$ cat src/rtl/collatz_pkg.sv
// Shared types and defaults for the Collatz iterator.
package collatz_pkg;

    typedef enum logic [1:0] {
        StIdle,
        StRun,
        StFin
    } state_e;

    localparam int unsigned DefWidth    = 16;
    localparam int unsigned DefDw       = 24;
    localparam int unsigned DefCntW     = 16;
    localparam int unsigned DefMaxSteps = 1000;

    // Largest value representable in a step counter of the given width.
    function automatic longint unsigned max_step_value(input int unsigned cnt_w);
        return (64'd1 << cnt_w) - 64'd1;
    endfunction

endpackage

$ cat src/rtl/collatz_step.sv
// One Collatz iteration: next value, step increment and overflow, purely combinational.
module collatz_step #(
    parameter int unsigned DW        = 24,
    parameter int unsigned CNT_W     = 16,
    parameter int unsigned MAX_STEPS = 1000
) (
    input  logic [DW-1:0]    x_i,
    input  logic             mode_i,
    input  logic [CNT_W-1:0] steps_i,
    output logic [DW-1:0]    x_next_o,
    output logic [1:0]       inc_o,
    output logic             ovf_o
);

    localparam logic [CNT_W:0] MaxStepsW = (CNT_W+1)'(MAX_STEPS);

    logic [DW+1:0]  t;
    logic [DW+1:0]  t_half;
    logic [CNT_W:0] steps_plus2;
    logic           use_short;

    // Odd step: t = 3x+1 held at DW+2 bits so the overflow bits survive.
    always_comb begin
        t           = ({2'b00, x_i} << 1) + {2'b00, x_i} + (DW+2)'(1);
        t_half      = t >> 1;
        steps_plus2 = {1'b0, steps_i} + (CNT_W+1)'(2);
        // A fused step must not push the count past the limit.
        use_short   = mode_i && (steps_plus2 <= MaxStepsW);

        x_next_o = x_i;
        inc_o    = 2'd0;
        ovf_o    = 1'b0;
        if (x_i == DW'(1)) begin
            x_next_o = x_i;
            inc_o    = 2'd0;
        end else if (!x_i[0]) begin
            x_next_o = x_i >> 1;
            inc_o    = 2'd1;
        end else if (use_short) begin
            x_next_o = t_half[DW-1:0];
            inc_o    = 2'd2;
            ovf_o    = |t_half[DW+1:DW];
        end else begin
            x_next_o = t[DW-1:0];
            inc_o    = 2'd1;
            ovf_o    = |t[DW+1:DW];
        end
    end

endmodule

$ cat src/rtl/collatz_engine.sv
// Collatz iterator with start/busy/done handshake, peak tracking and error flags.
module collatz_engine
    import collatz_pkg::*;
#(
    parameter int unsigned WIDTH     = DefWidth,
    parameter int unsigned DW        = DefDw,
    parameter int unsigned CNT_W     = DefCntW,
    parameter int unsigned MAX_STEPS = DefMaxSteps
) (
    input  logic             clk,
    input  logic             rst_n,
    input  logic             st,
    input  logic [WIDTH-1:0] co,
    input  logic             mode,
    output logic [DW-1:0]    x,
    output logic             bs,
    output logic             done,
    output logic [CNT_W-1:0] steps,
    output logic [DW-1:0]    peak,
    output logic             ovf,
    output logic             tmo,
    output logic             zerr
);

    if (DW < WIDTH) begin : g_bad_dw
        $error("collatz_engine: DW must be >= WIDTH");
    end
    if (longint'(MAX_STEPS) > max_step_value(CNT_W)) begin : g_bad_max
        $error("collatz_engine: MAX_STEPS does not fit in CNT_W bits");
    end

    localparam logic [CNT_W-1:0] MaxCnt = CNT_W'(MAX_STEPS);

    state_e           state_q, state_d;
    logic [DW-1:0]    x_q, x_d;
    logic [DW-1:0]    peak_q, peak_d;
    logic [CNT_W-1:0] steps_q, steps_d;
    logic             mode_q, mode_d;
    logic             ovf_q, ovf_d;
    logic             tmo_q, tmo_d;
    logic             zerr_q, zerr_d;

    logic [DW-1:0]    step_x;
    logic [1:0]       step_inc;
    logic             step_ovf;

    collatz_step #(
        .DW        (DW),
        .CNT_W     (CNT_W),
        .MAX_STEPS (MAX_STEPS)
    ) u_step (
        .x_i      (x_q),
        .mode_i   (mode_q),
        .steps_i  (steps_q),
        .x_next_o (step_x),
        .inc_o    (step_inc),
        .ovf_o    (step_ovf)
    );

    // Next-state: accept a seed in idle, iterate in run, pulse done in fin.
    always_comb begin
        state_d = state_q;
        x_d     = x_q;
        peak_d  = peak_q;
        steps_d = steps_q;
        mode_d  = mode_q;
        ovf_d   = ovf_q;
        tmo_d   = tmo_q;
        zerr_d  = zerr_q;
        case (state_q)
            StIdle: begin
                if (st) begin
                    x_d     = DW'(co);
                    peak_d  = DW'(co);
                    steps_d = '0;
                    mode_d  = mode;
                    ovf_d   = 1'b0;
                    tmo_d   = 1'b0;
                    zerr_d  = 1'b0;
                    if (co == '0) begin
                        zerr_d  = 1'b1;
                        state_d = StFin;
                    end else begin
                        state_d = StRun;
                    end
                end
            end
            StRun: begin
                // Terminal checks in priority order: reached 1, timeout, overflow.
                if (x_q == DW'(1)) begin
                    state_d = StFin;
                end else if (steps_q == MaxCnt) begin
                    tmo_d   = 1'b1;
                    state_d = StFin;
                end else if (step_ovf) begin
                    ovf_d   = 1'b1;
                    state_d = StFin;
                end else begin
                    x_d     = step_x;
                    steps_d = steps_q + CNT_W'(step_inc);
                    if (step_x > peak_q) begin
                        peak_d = step_x;
                    end
                end
            end
            StFin: begin
                state_d = StIdle;
            end
            default: begin
                state_d = StIdle;
            end
        endcase
    end

    // State and result registers.
    always_ff @(posedge clk or negedge rst_n) begin
        if (!rst_n) begin
            state_q <= StIdle;
            x_q     <= '0;
            peak_q  <= '0;
            steps_q <= '0;
            mode_q  <= 1'b0;
            ovf_q   <= 1'b0;
            tmo_q   <= 1'b0;
            zerr_q  <= 1'b0;
        end else begin
            state_q <= state_d;
            x_q     <= x_d;
            peak_q  <= peak_d;
            steps_q <= steps_d;
            mode_q  <= mode_d;
            ovf_q   <= ovf_d;
            tmo_q   <= tmo_d;
            zerr_q  <= zerr_d;
        end
    end

    // Busy only while iterating; the fin cycle reports done with busy low.
    always_comb begin
        bs    = (state_q == StRun);
        done  = (state_q == StFin);
        x     = x_q;
        peak  = peak_q;
        steps = steps_q;
        ovf   = ovf_q;
        tmo   = tmo_q;
        zerr  = zerr_q;
    end

endmodule
$ cat config.mk
export PLATFORM = sky130hd
export DESIGN_NAME = collatz_engine
export DESIGN_NICKNAME = d
export VERILOG_FILES = /design/src/rtl/collatz_pkg.sv /design/src/rtl/collatz_step.sv /design/src/rtl/collatz_engine.sv
export SDC_FILE = /design/constraint.sdc
export NUM_CORES = 1
export LEC_CHECK = 0
export ABC_AREA = 1
export CORE_ASPECT_RATIO = 1.75
export CORE_MARGIN = 10
export CORE_UTILIZATION = 50
export DETAILED_ROUTE_END_ITERATION = 6
export GPL_ROUTABILITY_DRIVEN = 0
export PLACE_DENSITY_LB_ADDON = 0.08
export REMOVE_ABC_BUFFERS = 1
export SLEW_MARGIN = 5
export SYNTH_ARGS = -nofsm -noshare
export SYNTH_HDL_FRONTEND = slang
export SYNTH_SLANG_ARGS = --single-unit
$ cat constraint.sdc
create_clock -name clk -period 4 [get_ports clk]
set_input_delay 0.4 -clock clk [delete_from_list [all_inputs] [get_ports clk]]
set_output_delay 0.4 -clock clk [all_outputs]
set_load 0.02 [all_outputs]
==> results of run 1 <==
[registers in the layout, indices dropped and copies added, names as in the netlist]
name and flops:
peak 24, x 24, steps 16, state_q 2, mode_q 1, ovf 1
tmo 1, zerr 1
[routing by layer]
metal | GRT usage (%) | wire [um] | vias to the layer above
li1 | - | - | 3906
met1 | 25.79 | 9695 | 3750
met2 | 47.24 | 13810 | 244
met3 | 2.881 | 931 | 91
met4 | 15.52 | 1573 | 0
met5 | 0 | 0 | -
[area by class of cell]
cell class | instances | area, um2
sequential | 70 | 1773
timing repair buffer | 146 | 1351
clock buffer | 12 | 256.5
tap | 180 | 225.2
fill | 1325 | 4962
clock inverter | 4 | 45.04
inverter | 173 | 656.9
multi-input combinational | 863 | 5026
[worst min-delay path by stage]
stage,start,to,slack (ns),depth (start not counted)
finish,rst_n,x[1],0.18,1
global route,rst_n,x[3],0.27,1
CTS,rst_n,x[3],0.24,1
detailed placement,zerr,zerr,0.49,1
global placement,zerr,zerr,0.48,1
floorplan,rst_n,mode_q,0.10,0
[cells in the final DEF (no fill, tap or decap), types with 4 or more instances in the layout]
master	Yosys	layout
nor2_1	63	49
nor4_1	6	6
nand2_2	4	15
nand4_1	26	26
nand2_4	4	6
o21ai_0	35	33
inv_2	3	5
nand2_1	350	338
xor2_1	19	18
ha_4	0	16
clkbuf_16	0	9
clkdlybuf4s50_1	0	87
nand3b_1	14	14
o21ai_1	32	34
inv_1	167	165
xnor2_1	7	7
dfrtp_1	70	53
dfrtp_2	0	17
or2_2	16	16
a21oi_1	40	36
nor3_1	10	8
nor2_2	7	13
buf_4	1	56
ha_1	64	47
nand3_2	3	8
nor2_4	3	11
nand3_1	146	139
a21oi_2	0	4
[worst reg2reg max path, delay by kind of cell (launching register included)]
family | cells | cell delay, ns
DFF | 1 | 0.42
AOI/OAI and AO/OA | 3 | 0.60
and+or+nand+nor | 13 | 1.34
xor gates and xnor gates | 1 | 0.14
buffers and inverters | 3 | 0.49
adders and majority gates | 2 | 0.60
[logic make-up (layout without fill, tap and decap cells)]
logic type,count (synthesis),after routing,share of synthesized area (%)
flip-flops,70,70,24.23
buffers and inverters,208,335,11.86
AND/OR/NAND/NOR,655,656,40.82
multiplexers,1,1,0.1558
XOR/XNOR,26,26,3.150
AO/OA/AOI/OAI,114,114,8.153
adder cells (fa/ha/maj),66,66,11.63
[through the flow]
stage          hold slack [ns]  setup slack [ns]  instance area, um2
4_1_cts                 0.2361           0.02854                8815
5_1_grt                 0.2722          -0.02654                9334
2_1_floorplan           0.1044           -0.5263                7025
3_5_place_dp            0.4871           0.06087                8513
6_report                0.1847            0.2957                9334
3_3_place_gp            0.4780            0.1281                8513
[where the power goes]
group          leakage (nW)  switching (mW)  total, mW  internal, mW
Sequential            0.877           0.326       1.31         0.988
Clock                 0.152           0.323      0.838         0.514
Combinational          3.49            4.23       6.94          2.71
[timing repair]
item	4_1_cts	5_1_grt
endpoints found under the hold margin	0	0
setup endpoints to repair	0	24
gates resized for setup	0	91
buffers inserted	0	13
==> results.md, run 1 <==
* Antenna violations before repair at 0
* Worst Tran Pin Value at 0.9542 ns
* Total power draw at roughly 9.1 mW
* Non-Filler Instances at around 1.4k
* Cell Chain, Critical Path: buf_4, ha_1, nand2_1, nor2_1, nand2_1, nand3b_1, buf_4, xnor2_1, nand3_1, nand3_1, nand2_1, ha_1, a21oi_1, o211ai_1, nand2_1, nand3_1, nand2_1, a21oi_2, nand2_4, buf_12, nand2_1, nand2_1
* Clock skew at around 0.011 ns
* Full die area at between 15000 and 20000 um2
* Height of the die at approximately 180 um
* Post-synth EDFFs at 0
* Crit path to: peak[10]
* Residual DRC at 0
* Final Max Slew Viols at 0
* Synth Area per Inst at 6.341 um2
* Top cells by area, synth: dfrtp_1, nand2_1, ha_1
* Setup TNS at 0 ns
* WS Path Type: flop to flop
* P per Cell Area at 974.5 nW/um2
* # H-tree levels at 3
* Post-route ant nets at 0
* Syn Inst Count at 1140
* WP buf/inv at 3
* First-pass iteration count of the detailed router at 5
* # diodes at 0
* Vias per cell at 5.519
* Largest net degree at the start of global routing at 71
* Pleak at 4.523 nW
* Initial Util at 50.56%
* Seq/Total Area, Yosys at 24.23%
* Final core occ at 65.29%
* Count leader, synth: nand2_1
* Root buf cell: clkbuf_16
* Hold Crit Class: input port to asynchronous set/reset pin
* CP Depth at 22
* Top cell type's share of synthesized area at between 20 and 25%
* Dpl cells at 1418
* Max Cap Viol at 0
* Port bufs at between 80 and 90
* Worst reg2reg startpoint: x[2]
* TritonCTS clock tree: yes
* I/O pin count at 89
* Clock transition at the registers of the reported paths at around 0.060 ns
* # setup viols final at 0
* Vias at 7991
* Hold Fails Final Rpt at 0
* Yosys cell types at 39
* FMAX at 0.2700 GHz
* Post-CTS Hold Buffers at 0
* CP endpoint kind: flop
* Total Nets Final at 1349
* Post-Route WL at 26.01 mm
* Rows at 58
* WL per Instance at between 15 and 20 um
* Area delta synth->final at 29.13%
* Share of cells above drive strength 1 at 15.46%
* Synth area leader: dfrtp_1
* CTS Buf Count at 9
* Worst path top cell family by delay: simple AND/OR/NAND/NOR gates
* Violation count after the first detailed-route iteration at 550
* Grt ovf at 0
* Final period util at between 90% and 100%
* CP max stage delay at approximately 0.42 ns
* Crit path DAT at slightly below 4 ns
* Synth Register Bits at 70
* Ys async rst share at 100.0%
* Core Region at around 14000 um2
* Worst Reg2Reg Path Length in Cells at 22
* Chip width at 110.9 um
* Hpwl dp at just under 20 mm
* Synth warn at 0
* CP Max Fanout at 15
* Critical path launch point type: flop
* Status: finished, final reports clean
* GRT Total Usage at ~25%
* First-pass GRT wire length at 40.32 mm
* Clk sinks at 70
* CP required at 4.22 ns
* Max transition margin at 36.39%
* CTS max path bufs at 2
* Final Critical Period at 3.704 ns
* Worst reg2reg path endpoint: peak[10]
* Vias in the first global route at between 7k and 8k
* Post-synth top flop: dfrtp_1
* Worst path slowest cell: dfrtp_1
* Post-synthesis instance area at 7228 um2
* R2R Setup Slk at 0.30 ns
* Crit path top cell by count: nand2_1
* Synth top cells by count: nand2_1, inv_1, nand3_1, dfrtp_1, ha_1
* Critical path origin: x[2]
* Worst VDD drop at 0.3639 mV
* Skew-Pair Late Insertion Delay at ~0.34 ns
(Power assumes the default switching activity.)
==> inputs of run 2 (changes only) <==
--- a/config.mk
+++ b/config.mk
@@ -11,7 +11,8 @@
 export CORE_UTILIZATION = 50
 export DETAILED_ROUTE_END_ITERATION = 6
 export GPL_ROUTABILITY_DRIVEN = 0
-export PLACE_DENSITY_LB_ADDON = 0.08
+export GPL_TIMING_DRIVEN = 0
+export PLACE_DENSITY = 0.78
 export REMOVE_ABC_BUFFERS = 1
 export SLEW_MARGIN = 5
 export SYNTH_ARGS = -nofsm -noshare
==> run 2 against run 1 <==
  * The flow now finishes with violations (DRC, setup timing)
  * Flip-flop and latch count is the same
  * Final cell count up 1.8%
  * Core utilization grew 3.8 points
  * Highest routed layer unchanged
  * Non-clock buffer count grew 23
  * Design area is 5.8% higher
  * First-iteration DRC count is 90% higher
  * Die area stayed put
==> results.md, run 2 (same netlist as run 1, synthesis figures left out) <==
* Vias per cell at ~6
* TritonCTS clock tree: yes
* Antenna violations before repair at 0
* Failing checks: DRC, setup timing
* Final Critical Period at slightly above 4 ns
* CP endpoint kind: flop
* Final core occ at 69.11%
* Pleak at 4.710 nW
* Largest net degree at the start of global routing at 65
* Routed wl met2 at approximately 14 mm
* Skew-Pair Late Insertion Delay at 0.34 ns
* Worst slack, placed at -0.8794 ns
* Chip width at 110.9 um
* Critical path launch point type: flop
* Clk sinks at 70
* Initial Util at 50.56%
* Area delta synth->final at 36.68%
* Total Nets Final at 1375
* WP buf/inv at 3
* Crit path top cell by count: nand2_1
* GRT Total Usage at 23.56%
* Rows at 58
* CP max stage delay at 0.49 ns
* Hpwl dp at 17.57 mm
* Port bufs at roughly 90
* FMAX at approximately 0.24 GHz
* R2R Setup Slk at -0.09 ns
* Worst path top cell family by delay: simple AND/OR/NAND/NOR gates
* Vias in the first global route at 7868
* Hold Fails Final Rpt at 0
* Status: complete, but fails checks
* # setup viols final at 24
* Vias at slightly below 9k
* M1 wire length at 9.560 mm
* Most frequent cells in the layout: nand2_1, inv_1, nand3_1
* Worst VDD drop at approximately 0.46 mV
* # diodes at 0
* Final Max Slew Viols at 0
* Worst reg2reg startpoint: x[14]
* Full die area at approximately 20000 um2
* CTS max path bufs at 2
* Root buf cell: clkbuf_16
* Max transition margin at 58.35%
* First-pass iteration count of the detailed router at 7
* Post-route ant nets at 0
* Clock skew at 0.008138 ns
* Clock transition at the registers of the reported paths at 0.06 ns
* P per Cell Area at 998.6 nW/um2
* Top layer in use: met4
* Final hold slack at between 0.4 and 0.5 ns
* DR WL met3 at 2.147 mm
* Post-Route WL at 28.03 mm
* Worst Tran Pin Value at between 0.6 and 0.7 ns
* Core Region at 14300 um2
* I/O pin count at 89
* Max Cap Viol at 0
* CP required at 4.22 ns
* CP Max Fanout at 8
* Grt ovf at 0
* Commonest non-fill, non-tap cell in the layout: nand2_1
* Hold Crit Class: input port to asynchronous set/reset pin
* Post-route setup slack at -0.08586 ns
* Worst Reg2Reg Path Length in Cells at 26
* Crit path DAT at 4.30 ns
* Residual DRC at 7
* Final period util at 102.1%
* Share of cells above drive strength 1 at 19.94%
* Violation count after the first detailed-route iteration at 1043
* Total power draw at 9.866 mW
* Worst reg2reg path endpoint: peak[19]
* WL per Instance at 19.01 um
* First-pass GRT wire length at 38.47 mm
* Height of the die at 179.1 um
* CTS Buf Count at 9
* WS Path Type: flop to flop
* Worst path slowest cell: dfrtp_2
* # H-tree levels at 3
[run 2: cell types whose count changed in the layout (fill, tap and decap cells not counted), sizes merged]
cell / previous run / this run
buf: 59 / 78
nor2: 73 / 75
nand2: 359 / 360
bufinv: 1 / 2
clkbuf: 12 / 15
dlygate4sd3: 0 / 1
clkinv: 4 / 3
[run 2: area by class of cell]
class                      instances  area [um2]
clock inverter                     4       70.07
inverter                         173       666.9
fill                            1073        4417
timing repair buffer             169        1673
clock buffer                      12       246.5
sequential                        70        1793
tap                              180       225.2
multi-input combinational        866        5205
[run 2: how the worst max path moves through the flow]
| stage | cells after the start | from | end | slack [ns] |
|---|---|---|---|---|
| after floorplan | 21 | x[0] | peak[10] | -0.53 |
| after CTS | 26 | x[3] | peak[2] | 0.004 |
| after global routing | 26 | x[14] | peak[19] | -0.24 |
| after detailed placement | 22 | x[0] | peak[5] | -0.88 |
| final | 26 | x[14] | peak[19] | -0.09 |
| after global placement | 19 | x[0] | peak[6] | -2.06 |
[run 2: metrics by stage]
stage	cell area, um2	setup TNS [ns]	cells
after global routing	9879	-4.770	1474
after CTS	8681	0	1399
after detailed placement	8205	-23.08	1376
after floorplan	7025	-12.86	1105
final	9879	-1.286	1474
after global placement	8132	-116.00	1373
[run 2: report_power, final]
group	switching, mW	internal [mW]	leakage [nW]
sequential	0.387	0.998	0.856
clock	0.313	0.562	0.157
combinational	4.62	2.99	3.70
total	5.32	4.55	4.71
[run 2: repair_timing]
action | in CTS | in global routing
setup buffers | 4 | 70
gates cloned | 2 | 5
resized for setup | 21 | 132
pin swaps | 2 | 34
hold buffers | 1 | 0
endpoints found under the setup margin | 56 | 25
endpoints found under the hold margin | 6 | 0
[run 2: metal layers]
layer  global-route usage (%)  vias to the layer above
li1                         -                     3976
met1                    24.19                     4076
met2                    42.87                      556
met3                    3.417                      203
met4                    16.94                        0
met5                        0                        -
==> inputs of run 3 (changes only) <==
--- a/config.mk
+++ b/config.mk
@@ -5,7 +5,6 @@
 export SDC_FILE = /design/constraint.sdc
 export NUM_CORES = 1
 export LEC_CHECK = 0
-export ABC_AREA = 1
 export CORE_ASPECT_RATIO = 1.75
 export CORE_MARGIN = 10
 export CORE_UTILIZATION = 50
==> constraint.sdc (replaced) <==
create_clock -name clk -period 5.1 [get_ports clk]
set_input_delay 0.51 -clock clk [delete_from_list [all_inputs] [get_ports clk]]
set_output_delay 0.51 -clock clk [all_outputs]
set_load 0.02 [all_outputs]
==> run 3 against run 2 <==
  * The flow now finishes without violations
  * Critical path depth shrank 3
  * Die area shrank 5.6%
  * Combinational power shrank 31%
  * Setup slack gained 0.18 ns
  * Via count shrank 22%
  * Clock power shrank 26%
  * First-iteration DRC count shrank 53%
  * Critical endpoint is now peak[13]
==> results.md, run 3 <==
* Status: finished, final reports clean
* Hold Crit Class: input port to asynchronous set/reset pin
* Grt ovf at 0
* Initial Util at 50.74%
* Full die area at 18740 um2
* Post-synth EDFFs at 0
* Top cell type's share of synthesized area at about 26%
* Post-route setup slack at 0.09173 ns
* Post-synth top flop: dfrtp_1
* WL per Instance at 20.44 um
* Seq/Total Area, Yosys at around a quarter
* Worst path top cell family by delay: compound AO/OA/AOI/OAI gates
* Top cells by area, synth: dfrtp_1, ha_1, nand2_1
* Residual DRC at 0
* Worst Reg2Reg Path Length in Cells at 23
* Worst Tran Pin Value at 1.315 ns
* Total Nets Final at 991
* Critical path launch point type: flop
* I/O pin count at 89
* Antenna violations before repair at 0
* Root buf cell: clkbuf_16
* M1 wire length at 7.431 mm
* WS Path Type: flop to flop
* # diodes at 0
* Worst VDD drop at 0.4454 mV
* Worst path slowest cell: dfrtp_2
* Skew-Pair Late Insertion Delay at 0.35 ns
* Post-synthesis instance area at 6755 um2
* Violation count after the first detailed-route iteration at 495
* Ys async rst share at 100.0%
* Vias per cell at 6.374
* Synth area leader: dfrtp_1
* Final period util at 98.20%
* CP Max Fanout at 9
* CP max stage delay at 0.47 ns
* DR WL met3 at 1.463 mm
* First-pass iteration count of the detailed router at 5
* CTS Buf Count at 9
* Vias at 6909
* Max transition margin at 12.37%
* Largest net degree at the start of global routing at 47
* RSZ-0062 raised after global routing: yes
* Setup TNS at 0 ns
* Clock skew at 0.01029 ns
* Synth warn at 0
* Area delta synth->final at 25.62%
* Worst slack, placed at -1.084 ns
* Count leader, synth: nand2_1
* Synth Area per Inst at 8.248 um2
* Top layer in use: met4
* Syn Inst Count at approximately 820
* Vias in the first global route at a little under 7k
* First-pass GRT wire length at 34.09 mm
* # setup viols final at 0
* Cell Chain, Critical Path: inv_1, ha_2, a21o_2, a221oi_4, o2111ai_2, a21bo_2, a21oi_1, xor2_1, o21ai_0, a21oi_2, inv_1, ha_1, a211oi_1, nor2_1, nor2_1, o21ai_0, a31o_2, a21oi_1, a311oi_2, buf_4, a21oi_4, buf_8, mux2_2
* Port bufs at 88
* Chip width at 107.9 um
* Post-CTS Hold Buffers at 0
* Hpwl dp at 15.84 mm
* Synth Register Bits at 70
* Total power draw at between 6 and 7 mW
* CTS max path bufs at 2
* Synth top cells by count: nand2_1, dfrtp_1, ha_1, inv_1, o21ai_0
* Routed wl met2 at 11.92 mm
* Rows at 56
* R2R Setup Slk at 0.09 ns
* TritonCTS clock tree: yes
* Height of the die at between 150 and 200 um
* Post-Route WL at 22.16 mm
* Max Cap Viol at 0
* Post-route ant nets at 0
* P per Cell Area at roughly 820 nW/um2
* Most frequent cells in the layout: clkdlybuf4s50_1, nand2_1, inv_1
* # H-tree levels at 3
* Clk sinks at 70
* Hold Fails Final Rpt at 0
* Clock transition at the registers of the reported paths at 0.06 ns
* Non-Filler Instances at 1084
* CP endpoint kind: flop
* GRT Total Usage at 22.39%
* Final hold slack at 0.1063 ns
* Final Critical Period at 5.008 ns
* Final Max Slew Viols at 0
* Share of cells above drive strength 1 at 16.59%
* Worst reg2reg path endpoint: peak[13]
* Yosys cell types at 76
* CP required at roughly 5.3 ns
* WP buf/inv at 4
* Commonest non-fill, non-tap cell in the layout: clkdlybuf4s50_1
* Pleak at 3.773 nW
* Worst reg2reg startpoint: x[2]
* Core Region at 13310 um2
* FMAX at 0.1997 GHz
* Dpl cells at 1042
* Crit path DAT at 5.24 ns
## run 3: changes by cell type in the layout (fill, tap and decap cells not counted), sizes merged, moves of 25 or more
cell,previous run,this run
buf,78,32
inv,172,64
nand3,150,22
nor2,75,39
nand2,360,86
mux2,1,26
## run 3: metal layers
metal | track usage (%) | vias up
met3 | 4.058 | 105
met4 | 13.48 | 0
met2 | 42.00 | 304
met5 | 0 | -
li1 | - | 3178
met1 | 21.46 | 3322
## run 3: through the flow
stage                     area, um2  util [%]
after floorplan                6539         -
after global placement         7637     57.37
after detailed placement       7761     58.30
after CTS                      8202     61.61
after global routing           8486     63.74
final                          8486     63.74
## run 3: cell type report
class	count	area [um2]
clock inverters	7	73.82
clock buffers	9	225.2
well taps	174	217.7
flip-flops and latches	70	1769
inverters	64	244.0
fillers	1125	4827
multi-input cells	641	4777
repair buffers	119	1179
## run 3: worst max path at each step
stage / startpoint / to / slack (ns) / cells past startpoint
final: x[2] / peak[13] / 0.09 / 23
after global routing: x[2] / peak[15] / -0.08 / 23
after CTS: steps[1] / peak[13] / 0.01 / 22
after detailed placement: x[0] / peak[13] / -1.08 / 20
after global placement: x[0] / peak[12] / -3.95 / 15
after floorplan: x[0] / peak[0] / -1.27 / 16
## run 3: power by group
| part | switching, mW | internal [mW] |
|---|---|---|
| clock | 0.270 | 0.380 |
| sequential | 0.272 | 0.778 |
| combinational | 2.99 | 2.25 |
## run 3: cells by family (layout without fill, tap and decap cells)
logic type	Yosys count	after routing	share of synthesized area (%)
flip-flops	70	70	25.93
AND/OR/NAND/NOR	254	256	19.11
AO/OA/AOI/OAI	244	244	24.65
buffers and inverters	110	199	6.760
XOR/XNOR	27	27	3.501
multiplexers	48	48	7.594
adder cells (fa/ha/maj)	66	66	12.45
## run 3: repair_timing
action / 4_1_cts / 5_1_grt
gates cloned: 0 / 2
pin swaps: 3 / 8
gates resized for setup: 19 / 43
setup buffers: 9 / 15
setup endpoints to repair: 24 / 38
